<file path="src/rtl/custom_bus_matrix_input_stage.sv">
// ---------------------------------------------------------------------------
// custom_bus_matrix_input_stage
//
// Per-master input stage of the AHB bus matrix. Presents the master's address
// phase to the output-stage arbiter. When the output stage has not granted
// this port, the address-phase controls are captured into a holding register.
// The master is then stalled with wait states, and the held transfer is
// replayed once the output stage grants the port.
//
// Ports:
//   HCLK, HRESETn        clock, asynchronous active-low reset
//   HSELS..HMASTLOCKS    address phase from the master side
//   HREADYS              bus-level HREADY as seen by the master
//   active_trans         output stage has this port in address phase
//   data_in_phase        output stage has this port in data phase
//   HREADYOUTM, HRESPM   slave response routed back through the output stage
//   HREADYOUTS, HRESPS   response to the master
//   req_port             arbitration request toward the output stage
//   HSELM..HMASTLOCKM    address phase presented to the output stage
// ---------------------------------------------------------------------------
module custom_bus_matrix_input_stage #(
  parameter int ADDR_WIDTH = 32,
  parameter int PROT_WIDTH = 4
) (
  input  logic                  HCLK,
  input  logic                  HRESETn,
  input  logic                  HSELS,
  input  logic [ADDR_WIDTH-1:0] HADDRS,
  input  logic [1:0]            HTRANSS,
  input  logic                  HWRITES,
  input  logic [2:0]            HSIZES,
  input  logic [2:0]            HBURSTS,
  input  logic [PROT_WIDTH-1:0] HPROTS,
  input  logic                  HMASTLOCKS,
  input  logic                  HREADYS,
  input  logic                  active_trans,
  input  logic                  data_in_phase,
  input  logic                  HREADYOUTM,
  input  logic                  HRESPM,
  output logic                  HREADYOUTS,
  output logic                  HRESPS,
  output logic                  req_port,
  output logic                  HSELM,
  output logic [ADDR_WIDTH-1:0] HADDRM,
  output logic [1:0]            HTRANSM,
  output logic                  HWRITEM,
  output logic [2:0]            HSIZEM,
  output logic [2:0]            HBURSTM,
  output logic [PROT_WIDTH-1:0] HPROTM,
  output logic                  HMASTLOCKM
);

  logic                  pend_reg;
  logic                  pend_next;
  logic [ADDR_WIDTH-1:0] addr_reg;
  logic [1:0]            trans_reg;
  logic                  write_reg;
  logic [2:0]            size_reg;
  logic [2:0]            burst_reg;
  logic [PROT_WIDTH-1:0] prot_reg;
  logic                  lock_reg;

  logic                  load;
  logic                  taken;
  logic [1:0]            trans_sel;

  // Master issues NONSEQ/SEQ and the bus is ready to accept it.
  assign load  = HSELS & HTRANSS[1] & HREADYS;
  // Output stage samples whatever is being presented this cycle.
  assign taken = active_trans & HREADYOUTM;

  always_comb begin
    pend_next = pend_reg;
    if (pend_reg) begin
      pend_next = ~taken;
    end else if (load) begin
      // load & taken passes straight through with no holding.
      pend_next = ~taken;
    end
  end

  always_ff @(posedge HCLK or negedge HRESETn) begin
    if (!HRESETn) begin
      pend_reg <= 1'b0;
    end else begin
      pend_reg <= pend_next;
    end
  end

  // Holding register is frozen while a transfer is pending, so a master that
  // misbehaves by changing its address phase during wait states cannot
  // corrupt the replay.
  always_ff @(posedge HCLK or negedge HRESETn) begin
    if (!HRESETn) begin
      addr_reg  <= '0;
      trans_reg <= 2'b00;
      write_reg <= 1'b0;
      size_reg  <= 3'b000;
      burst_reg <= 3'b000;
      prot_reg  <= '0;
      lock_reg  <= 1'b0;
    end else if (load && !pend_reg) begin
      addr_reg  <= HADDRS;
      trans_reg <= HTRANSS;
      write_reg <= HWRITES;
      size_reg  <= HSIZES;
      burst_reg <= HBURSTS;
      prot_reg  <= HPROTS;
      lock_reg  <= HMASTLOCKS;
    end
  end

  // Output mux. The held path is presented unmodified (a held SEQ stays SEQ).
  always_comb begin
    if (pend_reg) begin
      HSELM      = 1'b1;
      HADDRM     = addr_reg;
      trans_sel  = trans_reg;
      HWRITEM    = write_reg;
      HSIZEM     = size_reg;
      HBURSTM    = burst_reg;
      HPROTM     = prot_reg;
      HMASTLOCKM = lock_reg;
    end else begin
      HSELM      = HSELS;
      HADDRM     = HADDRS;
      trans_sel  = HTRANSS;
      HWRITEM    = HWRITES;
      HSIZEM     = HSIZES;
      HBURSTM    = HBURSTS;
      HPROTM     = HPROTS;
      HMASTLOCKM = HMASTLOCKS;
    end
  end

  assign HTRANSM = HSELM ? trans_sel : 2'b00;

  // BUSY does not request; the arbiter keeps the port through HSELM instead.
  assign req_port = pend_reg | (HSELS & HTRANSS[1]);

  always_comb begin
    if (data_in_phase) begin
      HREADYOUTS = HREADYOUTM;
    end else if (pend_reg) begin
      HREADYOUTS = 1'b0;
    end else begin
      HREADYOUTS = 1'b1;
    end
  end

  assign HRESPS = data_in_phase ? HRESPM : 1'b0;

endmodule

</file>
<file path="config.mk">
export PLATFORM = sky130hd
export DESIGN_NAME = custom_bus_matrix_input_stage
export DESIGN_NICKNAME = d
export VERILOG_FILES = /design/src/rtl/custom_bus_matrix_input_stage.sv
export SDC_FILE = /design/constraint.sdc
export NUM_CORES = 1
export LEC_CHECK = 0
export CAP_MARGIN = 20
export CORE_MARGIN = 1
export CORE_UTILIZATION = 48
export CTS_BUF_LIST = sky130_fd_sc_hd__clkbuf_4
export DETAILED_ROUTE_END_ITERATION = 10
export PLACE_DENSITY_LB_ADDON = 0.08
export SYNTH_ARGS = -nofsm -noshare
export SYNTH_HDL_FRONTEND = slang
export SYNTH_SLANG_ARGS = --single-unit
</file>
<file path="constraint.sdc">
create_clock -name HCLK -period 2.5 [get_ports HCLK]
set_input_delay 0.5 -clock HCLK [delete_from_list [all_inputs] [get_ports HCLK]]
set_output_delay 0.5 -clock HCLK [all_outputs]
set_load 0.02 [all_outputs]
</file>
==> impl_results.md <==
- Placed cells: 328
- MaxCap Viol Count: 0
- Nets: 322
- Vias in the first global route: 1,694
- Worst slew pin tran: 0.380 ns
- Clock transition at the registers of the reported paths: 0.13 ns
- Setup Skew: 0.00800 ns
- CTS Buf Count: 5
- Total grt overflow: 0
- Row count: 25
- Area of the mapped netlist: 2510 um^2
- Via count: 1,694
- CTS root buffer: clkbuf_4
- Cell internal pwr: 1.66 mW
- Routed WL per cell: 15.9 um
- Tmin final: 2.42 ns
- Comb power frac: 0.416
- Insertion delay to the later sink of the worst-skew pair: 0.36 ns
- Setup violations, final: 0
- Clk sinks: 47
- Initial antenna violation count: 0
- Clock power share: 0.148
- Htree depth: 2
- Hold Vio Cnt, Final: 0
- Post-CTS Hold Fix Bufs: 0
- IO Pins: 104
- Commonest cells after routing, fill and taps aside: clkdlybuf4s50_1 (101), mux2_2 (50), dfrtp_1 (46)
- Syn_area_per_cell: 15.5 um^2
- Syn nets: 216
- Netlist cell types: 14
- Total wire length: 5.35 mm
- Hold Crit Class: in2async
- Antenna Nets Post-Route: 0
- Non-filler cells, final: 336
- Max Fclk: 413 MHz
- Die area: 5520 um^2
- Max-Slew Margin vs Limit: 0.747
- Worst EP arrival: 1.92 ns
- Die height: 74.3 um
- Layout cell share with drive strength beyond 1: 0.394
- Initial drt markers: 48
- Die X: 74.3 um
- Maximum vdd drop: 0.000338 V
- Commonest non-fill, non-tap cell in the layout: clkdlybuf4s50_1
- FF/Latch Area: 1180 um^2
- Clock buffer depth: 2
- Critical path class: reg2out
- CP startpoint kind: register
- Largest net degree at the start of global routing: 34
- Pre-Repair DR Iteration Count: 4
- P_sw: 0.691 mW
- Core box area: 4880 um^2
- Crit end category: primary output
- Required @ worst endpoint: 2.00 ns
- Slew Limit Fails: 0
- Flops & latches, synth: 47
- PwrDens: 640 nW/um^2
- Net Sw Frac: 0.294
- Drt drc: 0
- Area growth syn-to-layout: 46.4%
- Flop pwr share: 0.436
- Multi-input logic area: 1240 um^2
- N_diodes: 0
- Seq/Total Area, Yosys: 0.469
- RSZ-0062 raised after global routing: no
- Period utilization: 0.969
- Status: finished, final reports clean
- Gpl congestion: 0.680
- Dpl hpwl: 3.83 mm
- Max reg flops: 32
- CTS tree: done
- Synthesized instance count: 162
- First-pass GRT wire length: 8.10 mm
- Setup TNS: 0 ns
- Drt via density: 5.04
- Port bufs: 103
- Yosys warning count: 0
- Initial core utilization: 0.514
- CP max FO: 20
- Tot GR Track Use: 0.198
- Number of fill cells: 349
- Leak Pwr: 1.64 nW
==> Yosys cell counts <==
cell type | n | area [um^2]
buf_2 | 4 | 20.0
and2_1 | 1 | 6.26
nand2b_1 | 2 | 12.5
a31oi_1 | 1 | 6.26
a21oi_1 | 1 | 5.00
clkbuf_1 | 1 | 3.75
or2_2 | 1 | 6.26
mux2_4 | 39 | 586
dfrtp_1 | 47 | 1180
o21ai_0 | 3 | 15.0
buf_6 | 6 | 67.6
nand4b_4 | 1 | 23.8
nand2_1 | 5 | 18.8
mux2_2 | 50 | 563
==> cell families (layout without fill, tap and decap cells) <==
kind of cell | after synthesis | after routing | share of synthesized area
buffers and inverters | 11 | 118 | 0.0364
AO/OA/AOI/OAI | 5 | 5 | 0.0105
AND/OR/NAND/NOR | 10 | 10 | 0.0269
flip-flops | 47 | 47 | 0.469
multiplexers | 89 | 89 | 0.458
==> per-layer routing <==
metal	GRT usage	share of wire
met2	0.315	0.47
met1	0.252	0.44
met3	0.0732	0.079
met4	0.0650	0.015
met5	0	0
==> final cells by class <==
cell class | instances | share of cell area
sequential | 47 | 0.320
clock buffer | 6 | 0.0123
timing repair buffer | 110 | 0.304
multi-input combinational | 104 | 0.338
clock inverter | 2 | 0.00204
tap | 67 | 0.0228
==> what timing repair did <==
item                                    in CTS  in global routing
resized for setup                            2                  0
setup buffers                                0                  0
endpoints found under the setup margin      21                  0
==> through the flow <==
step                      total power [mW]  utilization  hold WS (ns)  instance area, um^2  setup slack, ns
after detailed placement              2.02        0.742         0.436                 3620          -0.0220
after global placement                2.00        0.742         0.438                 3620           0.0215
after global routing                  2.47        0.753        0.0286                 3670         0.000774
after CTS                             2.38        0.753        0.0118                 3670           0.0441
final                                 2.35        0.753        0.0328                 3670           0.0781
after floorplan                       1.62            -         0.204                 2510            0.836
==> worst paths after layout <==
kind | startpoint | depth (start not counted) | end | slack, ns
worst max-delay path | pend_reg$_DFF_PN0_ | 3 | HMASTLOCKM | 0.08
worst min-delay path | HRESETn | 1 | addr_reg[20]$_DFFE_PN0P_ | 0.03
worst max register to register | pend_reg$_DFF_PN0_ | 4 | prot_reg[1]$_DFFE_PN0P_ | 0.73
worst min register to register | trans_reg[1]$_DFFE_PN0P_ | 1 | trans_reg[1]$_DFFE_PN0P_ | 0.51
max in group asynchronous | HRESETn | 2 | addr_reg[26]$_DFFE_PN0P_ | 1.90
min in group HCLK | trans_reg[1]$_DFFE_PN0P_ | 1 | trans_reg[1]$_DFFE_PN0P_ | 0.51
==> power by group through the flow <==
stage               clock [mW]  sequential (mW)  combinational (mW)
finish                   0.348             1.02               0.978
global route             0.395             1.04                1.03
CTS                      0.370             1.02               0.988
detailed placement           0             1.03               0.984
global placement             0             1.03               0.969
floorplan                    0             1.01               0.614
==> critical path, cell delays in order (launching register included) <==
cell and delay, ns:
dfrtp_2 0.41, buf_6 0.23, mux2_2 0.37, clkdlybuf4s50_1 0.55
No activity file was read; power rests on OpenSTA's default activity.
